**src/rtl/seq_cla_multiplier.sv**
```systemverilog
// rtl/seq_cla_multiplier.sv - iterative shift-and-add multiplier built on an N-bit carry-lookahead adder
// Optional signed mode: define SEQ_CLA_MULT_SIGNED_EN.
module seq_cla_multiplier #(
  parameter int N = 32,
  parameter int M = 32,
  localparam int CNT_W = $clog2(M + 1)
) (
  input  logic             clk,
  input  logic             rst_n,
  input  logic             in_valid,
  output logic             in_ready,
  input  logic [N-1:0]     multicand,
  input  logic [M-1:0]     multiplier,
`ifdef SEQ_CLA_MULT_SIGNED_EN
  input  logic             is_signed,
`endif
  output logic             out_valid,
  input  logic             out_ready,
  output logic [N+M-1:0]   product,
  output logic             busy
);

  typedef enum logic [1:0] {IDLE, CALC, DONE} state_t;

  localparam logic [CNT_W-1:0] LAST_CNT = CNT_W'(M - 1);

  state_t             state_q, state_d;
  logic [N-1:0]       mcand_q, mcand_d;
  logic [N+M-1:0]     acc_q, acc_d;
  logic [CNT_W-1:0]   count_q, count_d;
  logic [N+M-1:0]     product_q, product_d;
  logic               neg_q, neg_d;

  logic [N-1:0]       cla_a, cla_b, cla_g, cla_p, cla_sum;
  logic [N:0]         cla_c;
  logic [N+M-1:0]     acc_shift;
  logic [N-1:0]       mc_mag;
  logic [M-1:0]       mp_mag;
  logic               neg_in;

  // Upper half of the accumulator plus the multiplicand when the current multiplier bit is set.
  assign cla_a    = acc_q[N+M-1:M];
  assign cla_b    = acc_q[0] ? mcand_q : '0;
  assign cla_c[0] = 1'b0;

  for (genvar j = 0; j < N; j++) begin : g_cla
    assign cla_g[j]   = cla_a[j] & cla_b[j];
    assign cla_p[j]   = cla_a[j] | cla_b[j];
    assign cla_c[j+1] = cla_g[j] | (cla_p[j] & cla_c[j]);
    assign cla_sum[j] = cla_a[j] ^ cla_b[j] ^ cla_c[j];
  end

  assign acc_shift = {cla_c[N], cla_sum, acc_q[M-1:1]};

`ifdef SEQ_CLA_MULT_SIGNED_EN
  // Magnitudes of most-negative values wrap to 2^(W-1), which is correct read as unsigned.
  assign mc_mag = (is_signed && multicand[N-1])  ? (~multicand + N'(1))  : multicand;
  assign mp_mag = (is_signed && multiplier[M-1]) ? (~multiplier + M'(1)) : multiplier;
  assign neg_in = is_signed & (multicand[N-1] ^ multiplier[M-1]);
`else
  assign mc_mag = multicand;
  assign mp_mag = multiplier;
  assign neg_in = 1'b0;
`endif

  always_comb begin
    state_d   = state_q;
    mcand_d   = mcand_q;
    acc_d     = acc_q;
    count_d   = count_q;
    product_d = product_q;
    neg_d     = neg_q;
    case (state_q)
      IDLE: begin
        if (in_valid) begin
          mcand_d = mc_mag;
          acc_d   = {{N{1'b0}}, mp_mag};
          count_d = '0;
          neg_d   = neg_in;
          state_d = CALC;
        end
      end
      CALC: begin
        acc_d   = acc_shift;
        count_d = count_q + CNT_W'(1);
        if (count_q == LAST_CNT) begin
`ifdef SEQ_CLA_MULT_SIGNED_EN
          product_d = neg_q ? (~acc_shift + (N+M)'(1)) : acc_shift;
`else
          product_d = acc_shift;
`endif
          state_d = DONE;
        end
      end
      DONE: begin
        if (out_ready) state_d = IDLE;
      end
      default: state_d = IDLE;
    endcase
  end

  always_ff @(posedge clk or negedge rst_n) begin
    if (!rst_n) begin
      state_q   <= IDLE;
      mcand_q   <= '0;
      acc_q     <= '0;
      count_q   <= '0;
      product_q <= '0;
      neg_q     <= 1'b0;
    end else begin
      state_q   <= state_d;
      mcand_q   <= mcand_d;
      acc_q     <= acc_d;
      count_q   <= count_d;
      product_q <= product_d;
      neg_q     <= neg_d;
    end
  end

  assign in_ready  = (state_q == IDLE);
  assign out_valid = (state_q == DONE);
  assign busy      = (state_q == CALC);
  assign product   = product_q;

endmodule

```
**config.mk**
```make
export PLATFORM = sky130hd
export DESIGN_NAME = seq_cla_multiplier
export DESIGN_NICKNAME = d
export VERILOG_FILES = /design/src/rtl/seq_cla_multiplier.sv
export SDC_FILE = /design/constraint.sdc
export NUM_CORES = 1
export LEC_CHECK = 0
export BUFFER_PORTS_ARGS = -buffer_cell sky130_fd_sc_hd__buf_2
export CORE_MARGIN = 5
export CORE_UTILIZATION = 40
export DETAILED_ROUTE_END_ITERATION = 8
export GPL_TIMING_DRIVEN = 0
export MAX_ROUTING_LAYER = met4
export RECOVER_POWER = 50
export SLEW_MARGIN = 25
export SYNTH_ARGS = -nofsm -noshare
export SYNTH_HDL_FRONTEND = slang
export SYNTH_SLANG_ARGS = --single-unit
```
**constraint.sdc**
```tcl
create_clock -name clk -period 11.7 [get_ports clk]
set_input_delay 0.585 -clock clk [delete_from_list [all_inputs] [get_ports clk]]
set_output_delay 0.585 -clock clk [all_outputs]
set_load 0.05 [all_outputs]
```
== After elaboration in Yosys (flattened, before gate mapping) ==
Index checks and enable logic that the tools add are counted.

* Logic and storage cells: 215
* Memories: 0
* Input bits: 68
* Register bits: 168
* Output and inout bits: 67
* Memory bits (writable): 0
* Bits in latches: 0
* ROM bits: 0

* $mul: 0
* Order comparisons: 0
* Muxes and demuxes: 9
* Shift operators: 0
* Reductions and logical operators: 6
* Eq/ne operators: 6
* Bitwise operators: 188
* Div/mod/pow operators: 0
* $add $sub $neg: 1

{| class="wikitable"
|+ Operators by type and width
! cell !! count
|-
| 64-bit case mux with 2 select lines || 1
|-
| 64-bit 2-to-1 mux || 1
|-
| 1-bit AND || 63
|-
| 1-bit bitwise XOR || 63
|-
| 1-bit OR || 62
|-
| 32-bit 2-to-1 mux || 1
|-
| 6-bit case mux with 2 select lines || 1
|-
| 6-bit by 1-bit adder with 6-bit output, second input constant || 1
|-
| 6-bit by 5-bit == test with 1-bit output, second input constant || 1
|-
| 2-bit 2-to-1 mux || 3
|-
| 6-bit 2-to-1 mux || 1
|-
| 2-bit case mux with 3 select lines || 1
|-
| 2-bit AND reduction || 3
|-
| 2-bit by 1-bit inequality test with 1-bit output, second input constant || 2
|-
| 3-bit AND reduction || 1
|-
| 2-bit by 1-bit == test with 1-bit output, second input constant || 1
|-
| 2-bit == test, second input constant || 1
|-
| 2-bit logical NOT || 1
|-
| 2-bit inequality test, second input constant || 1
|-
| 2-bit nonzero test || 1
|}

== Longest topological paths before layout ==
Gate-level depths: netlist (run 1).

* Depth in word-level cells: 65
* Depth in mapped cells: 37
* Gate-level depth less buffers: 37

== Worst setup path after synthesis (run 1) ==
No wires, ideal clock.

* Kind: reg-to-reg
* Start point: reg acc_q[0]
* End point: reg acc_q[62]
* Setup time: 0.133 ns
* Data required time: 11.567 ns
* Period minus slack after synthesis: 13.003 ns
* Buffers on the path: 1
* Data arrival time: 12.870 ns
* Setup slack: -1.303 ns
* Cell stages (with the launch flop): 37
* Cells stage by stage: dfrtp_1 > clkbuf_1 > nand2_1 > fa_1 > fa_1 > fa_1 > fa_1 > fa_1 > fa_1 > fa_1 > fa_1 > fa_1 > fa_1 > fa_1 > fa_1 > fa_1 > fa_1 > fa_1 > fa_1 > fa_1 > fa_1 > fa_1 > fa_1 > fa_1 > fa_1 > fa_1 > fa_1 > fa_1 > fa_1 > fa_1 > fa_1 > fa_1 > inv_1 > fa_1 > inv_1 > fa_1 > o22ai_1

* Longest elaborated chain between the ends: 64
* Elaborated cells between the ends (all ways): 125
* Those cells by class: mux (2); bitwise (123)

{| class="wikitable"
|+ Ends and longest elaborated chain
! item !! RTL line !! RTL
|-
| start, declared || 29 || <nowiki>logic [N+M-1:0] acc_q, acc_d;</nowiki>
|-
| start signal, assigned || 106 || <nowiki>acc_q <= '0;</nowiki>
|-
| start signal, assigned || 113 || <nowiki>acc_q <= acc_d;</nowiki>
|-
| 32-bit 2-to-1 mux (*) || 43 || <nowiki>assign cla_b = acc_q[0] ? mcand_q : '0;</nowiki>
|-
| 1-bit OR / 1-bit AND (equally long branches) || 48, 47 ||
|-
| 1-bit AND || 49 || <nowiki>assign cla_c[j+1] = cla_g[j] | (cla_p[j] & cla_c[j]);</nowiki>
|-
| 1-bit OR || 49 ||
|-
| 1-bit AND || 49 ||
|-
| 1-bit OR || 49 ||
|-
| 1-bit AND || 49 ||
|-
| 1-bit OR || 49 ||
|-
| [... 48 more ...] || - ||
|-
| 1-bit AND || 49 ||
|-
| 1-bit OR || 49 ||
|-
| 1-bit AND || 49 ||
|-
| 1-bit OR || 49 ||
|-
| 1-bit AND || 49 ||
|-
| 1-bit OR || 49 ||
|-
| 1-bit bitwise XOR (*) || 50 || <nowiki>assign cla_sum[j] = cla_a[j] ^ cla_b[j] ^ cla_c[j];</nowiki>
|-
| 64-bit case mux with 2 select lines (*) || 73 || <nowiki>case (state_q)</nowiki>
|}

Every way passes the cells marked *; elsewhere a longest branch is shown, timed or not.
A chain may end at the register's enable or synchronous reset.

== Worst setup path after layout (run 1) ==
Ends and elaborated chain as after synthesis.

==> metrics.yaml, run 1 <==
status:
  status: "complete, but fails checks"
  failed_checks: "max-capacitance violations, max-slew violations, negative setup slack"
sta:
  rsz0062_at_grt: "true"
  period_share_pct: 103
  layout_setup_ws_ps: -328
  slew_headroom_pct: -112
  layout_min_cycle_time_ps: 12030
  hold_violations: 0
  drv_slew: 173
  worst_pin_slew_ps: 3170
  fmax_ghz: 0.0831
  fin_skew_ps: 11.8
  setup_viol: 6
  holdWs_ps: 385
  setup_tns_ps: -1340
clocking:
  path_clk_slew_ps: 70
  hold_buffers: 0
  tritoncts: "yes"
  cts.htree.levels: 4
  clock-root-buffer: "clkbuf_16"
  cts_made_buffers: 17
  max-clock-path-buffers: 2
  cts_num_sinks: 168
  clkLatencyLatePin_ps: 430
detailed_routing:
  wl_met1_um: 8590
  routed-wl-met2_um: 8140
  wl_met3_um: 956
  first_iter_violations: 191
  drc_errors: 0
  route.top_layer_used: "met4"
  ant_nets: 0
  wl_um: 17800
  vias: 5338
  first_pass_iters: 4
  viasPerCell: 4.87
  wl_per_cell_um: 16.3
job:
  timing.max_cap.violations: 3
place:
  place.gp.congestion: 0.771
  portBuffers: 134
  place_ws_ps: -586
  dp_cells: 1059
  dp_hpwl_um: 12800
logic_synthesis:
  synth_area_per_cell_sq_um: 11.7
  synth_nets: 764
  ys_types: 31
  async_flop_share_pct: 100
  ys_ff_latch: 168
  synthCells: 663
  synth_warnings: 0
  ys.flop_type: "dfrtp_1"
  syn-cell-area_sq_um: 7740
  synth_edf_count: 0
  ys_seq_area_share_pct: 54.3
power:
  internal_power_mw: 1.58
  p_clk_share_pct: 20.5
  leakagePower_nw: 3.93
  power_switching_mw: 1.06
  p_seq_share_pct: 37.2
  finalPower_mw: 2.64
  p_per_area_nw_per_um2: 281
  p_sw_share_pct: 40.2
  vdd_ir_drop_max_mv: 0.138
  p_comb_share_pct: 42.3
worst_setup_path:
  crit_path_frequent_cell: "fa_2"
  critical-path-slowest-cell: "fa_1"
  cp_slowest_stage_delay_ps: 530
  worstPathMaxFanout: 5
  worstSetupPathType: "reg2reg"
  crit_path_start_kind: "flip-flop"
  cp.arrival_ps: 12330
  crit_path_end_kind: "flip-flop"
  worstPathRequired_ps: 12000
floorplanning:
  dieWidth_um: 149
  num_io_pins: 135
  start_util_pct: 41.0
  fp.dieH_um: 149
  die_area_sq_um: 22200
  rows: 50
  core_sq_um: 18900
min_path:
  hold_path_class: "in2reg"
grt:
  grt_pass1_vias: 5678
  grt_util_all_layers_pct: 17.3
  grt_pass1_wl_um: 29800
  antenna_found_initial: 3
  grt-ovfl-total: 0
  grt_max_degree: 61
finish:
  drive_gt1_share_pct: 31.1
  fin_cells: 1097
  syn2layout_area_growth_pct: 21.7
  mostFrequentLayoutCells: "dfrtp_1 (167), buf_2 (117), nand2_1 (71)"
  nNetsFinal: 922
  fillers: 1778
  layout_commonest_cell: "dfrtp_1"
-- flip-flops by register name (all words and copies together) (netlist names) --
| signal | flops |
|---|---|
| state_q | 2 |
| product | 64 |
| mcand_q | 32 |
| acc_q | 64 |
| count_q | 6 |
-- critical path: cells and delay by family, from the launching register on --
kind | cells | cell delay [ps]
AOI/OAI and AO/OA | 1 | 90
adders and majority gates | 32 | 11000
buffers and inverters | 3 | 150
DFF | 1 | 430
and+or+nand+nor | 1 | 170
-- cells by family after synthesis --
family          after synthesis  share of synthesized area [%]
flops                       168                           54.3
compound gates              134                           10.3
simple gates                120                           7.34
buf+inv                     109                           5.82
mux                          98                           13.7
fa+ha+maj                    33                           8.34
xor+xnor                      1                          0.113
-- path summary, 6_finish.rpt --
| check | startpoint | to | slack [ps] | cells past startpoint |
|---|---|---|---|---|
| worst max-delay path | acc_q[0]$_DFFE_PN0P_ | acc_q[62]$_DFFE_PN0P_ | -330 | 37 |
| worst min-delay path | multicand[14] | mcand_q[14]$_DFFE_PN0P_ | 390 | 2 |
| worst max register to register | acc_q[0]$_DFFE_PN0P_ | acc_q[62]$_DFFE_PN0P_ | -330 | 37 |
| worst min register to register | product[20]$_DFFE_PN0P_ | product[20]$_DFFE_PN0P_ | 500 | 1 |
| max in group asynchronous | rst_n | acc_q[0]$_DFFE_PN0P_ | 4110 | 3 |
| min in group asynchronous | rst_n | product[8]$_DFFE_PN0P_ | 1090 | 1 |
-- synth_stat cells, types with 3 or more instances --
cell,count,area [sq um]
fa_1,31,621
o22ai_1,32,200
o21ai_0,35,175
a21oi_1,31,155
and2_1,3,18.8
nor2b_1,33,206
mux2_2,65,732
a22oi_1,31,233
mux2i_1,33,330
nand2_1,71,267
buf_4,4,30.0
inv_1,66,248
nand3_1,4,20.0
buf_2,9,45.0
clkbuf_1,26,97.6
dfrtp_1,168,4200
-- power groups by stage --
stage / clock network [mW] / logic [mW] / registers (mW)
2_1_floorplan: 0 / 0.645 / 1.16
3_5_place_dp: 0 / 1.13 / 0.990
4_1_cts: 0.557 / 1.14 / 0.984
6_report: 0.543 / 1.12 / 0.983
3_3_place_gp: 0 / 1.10 / 0.986
5_1_grt: 0.581 / 1.26 / 1.02
-- routing by layer --
layer	up-vias	track usage, %
li1	2560	-
met1	2648	23.8
met2	117	26.2
met3	13	4.56
met4	0	3.66
met5	-	-
-- area by class of cell --
cell class | count | area (sq um) | area share, %
diodes | 3 | 7.51 | 0.0797
plain buffers | 42 | 220 | 2.34
clock buffers | 18 | 439 | 4.66
clock inverters | 14 | 124 | 1.32
inverters | 67 | 251 | 2.67
multi-input cells | 386 | 3180 | 33.7
flip-flops and latches | 168 | 4210 | 44.7
well taps | 260 | 325 | 3.45
repair buffers | 139 | 668 | 7.10
-- repair_timing --
item	CTS	global route
setup buffers	1	2
endpoints found under the setup margin	6	6
pin swaps	1	1
resized for setup	11	0
-- metrics by stage --
stage / utilization [%] / area [sq um]
finish: 49.8 / 9420
global route: 49.8 / 9420
CTS: 50.2 / 9480
detailed placement: 47.0 / 8870
global placement: 46.6 / 8810
floorplan: - / 7810
(Power assumes the default switching activity.)
==> run 2, diff against run 1 <==
Clock period 11.7 ns to 14.65 ns, I/O delays scaled along.
==> metrics.yaml, run 2 (synthesis gave the netlist of run 1 again) <==
status:
  status: "complete, but fails checks"  # unchanged
  failed_checks: "max-capacitance violations, max-slew violations"  # was max-capacitance violations, max-slew violations, negative setup slack
clocking:
  cts_made_buffers: 17  # unchanged
  clkLatencyLatePin_ps: 430  # about the same
  max-clock-path-buffers: 2  # unchanged
  cts_num_sinks: 168  # unchanged
  tritoncts: "yes"  # unchanged
  clock-root-buffer: "clkbuf_16"  # unchanged
  cts-resized-gates: 0  # was 11
  cts.htree.levels: 4  # unchanged
  path_clk_slew_ps: 60  # was 70 ps
  cts_setup_buffers: 0  # was 1
  hold_buffers: 0  # unchanged
floorplanning:
  num_io_pins: 135  # unchanged
  die_area_sq_um: 22200  # unchanged
  core_sq_um: 18900  # unchanged
  start_util_pct: 41.0  # unchanged
  rows: 50  # unchanged
  fp.dieH_um: 149  # unchanged
  dieWidth_um: 149  # unchanged
worst_setup_path:
  worstPathMaxFanout: 10  # was 5
  crit_path_frequent_cell: "fa_1"  # was fa_2
  worstPathRequired_ps: 14940  # was 12000 ps
  crit_path_start_kind: "flip-flop"  # unchanged
  cp_slowest_stage_delay_ps: 550  # was 530 ps
  critical-path-slowest-cell: "clkbuf_1"  # was fa_1
  worstSetupPathType: "reg2reg"  # unchanged
  cp-startpoint: "acc_q[0]$_DFFE_PN0P_"  # unchanged
  worstReg2RegStart: "acc_q[0]$_DFFE_PN0P_"  # unchanged
  crit_path_end_kind: "flip-flop"  # unchanged
  cp.arrival_ps: 14310  # was 12330 ps
sta:
  setup_viol: 0  # was 6
  rsz0062_at_grt: "false"  # was true
  slew_headroom_pct: -172  # was -112%
  setup_tns_ps: 0  # was -1340 ps
  worst_pin_slew_ps: 4080  # was 3170 ps
  period_share_pct: 95.7  # was 103%
  hold_violations: 0  # unchanged
  fmax_ghz: 0.0713  # was 0.0831 GHz
  layout_min_cycle_time_ps: 14020  # was 12030 ps
  fin_skew_ps: 12.6  # was 11.8 ps
  drv_slew: 173  # unchanged
power:
  p_per_area_nw_per_um2: 224  # was 281 nW/um^2
  finalPower_mw: 2.08  # was 2.64 mW
  vdd_ir_drop_max_mv: 0.110  # was 0.138 mV
  leakagePower_nw: 3.88  # was 3.93 nW
grt:
  grt_max_degree: 77  # was 61
  grt_use_met1_pct: 23.8  # about the same
  grt_pass1_vias: 5386  # was 5678
  grt_pass1_wl_um: 29100  # was 29800 um
  grt-ovfl-total: 0  # unchanged
  top_usage_layer: "met2"  # unchanged
  gr-usage-met3_pct: 4.47  # was 4.56%
  use_met2_pct: 25.4  # was 26.2%
  antenna_found_initial: 2  # was 3
  grt_util_all_layers_pct: 17.0  # was 17.3%
detailed_routing:
  wl_per_cell_um: 16.4  # was 16.3 um
  ant_nets: 0  # unchanged
  vias: 5337  # was 5338
  drc_errors: 0  # unchanged
  first_iter_violations: 221  # was 191
  first_pass_iters: 4  # unchanged
  viasPerCell: 4.89  # was 4.87
  wl_um: 17900  # was 17800 um
finish:
  mostFrequentLayoutCells: "dfrtp_1 (168), buf_2 (114), nand2_1 (71)"  # was dfrtp_1 (167), buf_2 (117), nand2_1 (71)
  design_area_sq_um: 9280  # was 9420 sq um
  syn2layout_area_growth_pct: 20.0  # was 21.7%
  drive_gt1_share_pct: 25.8  # was 31.1%
  fin_cells: 1092  # was 1097
  post-route-util_pct: 49.1  # was 49.8%
  nNetsFinal: 919  # was 922
  layout_commonest_cell: "dfrtp_1"  # unchanged
place:
  place_area_sq_um: 8800  # was 8870 sq um
  dp_cells: 1059  # unchanged
  dp_hpwl_um: 12800  # about the same
  portBuffers: 134  # unchanged
  place.gp.congestion: 0.763  # was 0.771
job:
  timing.max_cap.violations: 3  # unchanged
min_path:
  hold_path_class: "reg2reg"  # was in2reg
  hp-start: "product[15]$_DFFE_PN0P_"  # was multicand[14]
==> run 2: cell count changes in the layout (fill, tap and decap cells not counted), moves of 2 or more <==
cell        previous run  this run
clkinvlp_4             1         4
inv_1                 64        66
buf_4                  7         4
inv_6                  3         1
clkinv_2               5         1
buf_2                117       114
inv_2                  2         0
fa_2                  29         0
clkinv_4               4         2
fa_1                   2        31
clkbuf_1              53        60
==> run 2: final timing paths <==
kind / endpoint / slack [ps] / cells after the start
min in group asynchronous: product[8]$_DFFE_PN0P_ / 1040 / 1
max: acc_q[62]$_DFFE_PN0P_ / 630 / 36
min: product[15]$_DFFE_PN0P_ / 510 / 1
min reg2reg: product[15]$_DFFE_PN0P_ / 510 / 1
max reg2reg: acc_q[62]$_DFFE_PN0P_ / 630 / 36
max in group asynchronous: acc_q[58]$_DFFE_PN0P_ / 8750 / 2
==> run 2: report_power, final <==
part,switching [mW],internal (mW)
Combinational,0.524,0.333
Sequential,0.122,0.660
Clock,0.186,0.255
==> run 2: critical path, delay by kind of cell (launching register included) <==
family / cells / cell delay [ps]
AO/OA/AOI/OAI: 1 / 90
AND/OR/NAND/NOR: 1 / 160
adder cells (fa/ha/maj): 31 / 12490
buffers and inverters: 3 / 700
flip-flops: 1 / 440
==> run 2: layout make-up <==
class,count,area (sq um)
fillers,1800,9610
flip-flops and latches,168,4200
multi-input cells,386,3080
repair buffers,136,642
clock buffers,21,450
well taps,260,325
inverters,67,251
plain buffers,42,199
clock inverters,10,121
diodes,2,5.00
==> run 2: routing by layer <==
layer	vias up	share of wire, %
li1	2548	-
met1	2631	48
met2	146	46
met3	12	5.3
met4	0	0.78
met5	-	0
==> run 2: through the flow <==
stage / hold WS [ps] / worst slack [ps]
floorplan: 437 / 1650
global placement: 486 / 658
detailed placement: 492 / 649
CTS: 200 / 582
global route: 514 / 176
finish: 505 / 634
==> run 3, diff against run 2 <==
Settings changed: CTS_BUF_LIST set to sky130_fd_sc_hd__clkbuf_4.
==> metrics.yaml, run 3 (synthesis gave the netlist of run 1 again) <==
worst_setup_path:
  crit_path_end_kind: "flip-flop"  # unchanged
  crit_path_start_kind: "flip-flop"  # unchanged
  worstPathRequired_ps: 15070  # was 14940 ps
  worstSetupPathType: "reg2reg"  # unchanged
  critical-path-slowest-cell: "clkbuf_1"  # unchanged
  cp.arrival_ps: 14400  # was 14310 ps
  cp_slowest_stage_delay_ps: 550  # about the same
  worstPathMaxFanout: 10  # unchanged
  crit_path_frequent_cell: "fa_1"  # unchanged
sta:
  period_share_pct: 95.5  # was 95.7%
  drv_slew: 173  # unchanged
  layout_setup_ws_ps: 664  # was 634 ps
  worst_pin_slew_ps: 4020  # was 4080 ps
  layout_min_cycle_time_ps: 13990  # was 14020 ps
  fmax_ghz: 0.0715  # was 0.0713 GHz
  rsz0062_at_grt: "false"  # unchanged
  slew_headroom_pct: -168  # was -172%
  fin_skew_ps: 25.3  # was 12.6 ps
  setup_viol: 0  # unchanged
  hold_violations: 0  # unchanged
  setup_tns_ps: 0  # unchanged
power:
  p_per_area_nw_per_um2: 212  # was 224 nW/um^2
  p_clk_share_pct: 14.2  # was 21.2%
  leakagePower_nw: 3.77  # was 3.88 nW
  p_seq_share_pct: 40.8  # was 37.6%
  vdd_ir_drop_max_mv: 0.109  # was 0.110 mV
  power_switching_mw: 0.809  # was 0.833 mW
  p_comb_share_pct: 45.1  # was 41.2%
  p_sw_share_pct: 42.3  # was 40.0%
  internal_power_mw: 1.10  # was 1.25 mW
clocking:
  cts_setup_buffers: 0  # unchanged
  cts-resized-gates: 0  # unchanged
  hold_buffers: 0  # unchanged
  cts.htree.levels: 4  # unchanged
  path_clk_slew_ps: 150  # was 60 ps
  clock-root-buffer: "clkbuf_4"  # was clkbuf_16
  clkLatencyLatePin_ps: 550  # was 430 ps
  cts_num_sinks: 168  # unchanged
  max-clock-path-buffers: 2  # unchanged
  tritoncts: "yes"  # unchanged
  cts_made_buffers: 17  # unchanged
floorplanning:
  core_sq_um: 18900  # unchanged
  start_util_pct: 41.0  # unchanged
  dieWidth_um: 149  # unchanged
  fp.dieH_um: 149  # unchanged
  die_area_sq_um: 22200  # unchanged
  rows: 50  # unchanged
  num_io_pins: 135  # unchanged
detailed_routing:
  ant_nets: 0  # unchanged
  drc_errors: 0  # unchanged
  viasPerCell: 4.89  # about the same
  vias: 5334  # was 5337
  wl_um: 17600  # was 17900 um
  wl_per_cell_um: 16.2  # was 16.4 um
  first_iter_violations: 257  # was 221
  first_pass_iters: 4  # unchanged
grt:
  grt_pass1_wl_um: 28900  # was 29100 um
  grt_util_all_layers_pct: 16.9  # was 17.0%
  grt_pass1_vias: 5362  # was 5386
  grt_max_degree: 77  # unchanged
  antenna_found_initial: 1  # was 2
  grt-ovfl-total: 0  # unchanged
place:
  portBuffers: 134  # unchanged
  place_ws_ps: 649  # unchanged
  dp_hpwl_um: 12800  # unchanged
  place_area_sq_um: 8800  # unchanged
  place.gp.congestion: 0.763  # unchanged
status:
  failed_checks: "max-capacitance violations, max-slew violations"  # unchanged
  status: "complete, but fails checks"  # unchanged
finish:
  mostFrequentLayoutCells: "dfrtp_1 (168), buf_2 (138), nand2_1 (71)"  # was dfrtp_1 (168), buf_2 (114), nand2_1 (71)
  post-route-util_pct: 47.6  # was 49.1%
  layout_commonest_cell: "dfrtp_1"  # unchanged
  drive_gt1_share_pct: 28.6  # was 25.8%
  design_area_sq_um: 9000  # was 9280 sq um
  nNetsFinal: 919  # unchanged
  syn2layout_area_growth_pct: 16.3  # was 20.0%
min_path:
  hold_path_class: "in2reg"  # was reg2reg
job:
  timing.max_cap.violations: 3  # unchanged
==> run 3: changes by cell type in the layout (fill, tap and decap cells not counted), sizes merged <==
cell / change
clkinv: +1
clkbuf: -23
diode: -1
buf: +22
==> run 3: final timing paths <==
check	start	depth (start not counted)	endpoint	slack (ps)
setup / recovery	acc_q[0]$_DFFE_PN0P_	36	product[62]$_DFFE_PN0P_	660
hold / removal	multicand[12]	2	mcand_q[12]$_DFFE_PN0P_	390
setup reg to reg	acc_q[0]$_DFFE_PN0P_	36	product[62]$_DFFE_PN0P_	660
hold reg to reg	product[16]$_DFFE_PN0P_	1	product[16]$_DFFE_PN0P_	520
max in group asynchronous	rst_n	2	acc_q[37]$_DFFE_PN0P_	8950
min in group asynchronous	rst_n	1	product[8]$_DFFE_PN0P_	910
==> run 3: layout make-up <==
class	count	area, sq um
sequential	168	4200
antenna	1	2.50
clock inverter	11	125
multi-input combinational	386	3080
clock buffer	20	150
inverter	67	251
tap	260	325
fill	1826	9890
timing repair buffer	136	676
buffer	42	188
==> run 3: power groups by stage <==
stage	combinational (mW)	sequential (mW)	clock (mW)
floorplan	0.495	0.924	0
global placement	0.857	0.786	0
detailed placement	0.876	0.790	0
CTS	0.879	0.780	0.282
global route	0.958	0.805	0.304
finish	0.861	0.778	0.270
==> run 3: critical path, delay by kind of cell (launching register included) <==
kind	cells	cell delay (ps)
adder cells (fa/ha/maj)	31	12440
multiplexers	1	70
AND/OR/NAND/NOR	1	160
buffers and inverters	3	700
flip-flops	1	480
==> run 3: metrics by stage <==
stage / hold WS, ps / std cells / total power [mW]
finish: 392 / 1091 / 1.91
global route: 319 / 1091 / 2.07
CTS: 20.1 / 1090 / 1.94
detailed placement: 492 / 1059 / 1.67
global placement: 486 / 1057 / 1.64
floorplan: 437 / 663 / 1.42
==> run 3: metal layers <==
metal	GRT usage [%]	part of all wire (%)
met1	24.0	49
met2	25.0	46
met3	4.10	4.9
met4	3.30	0.66
met5	-	0
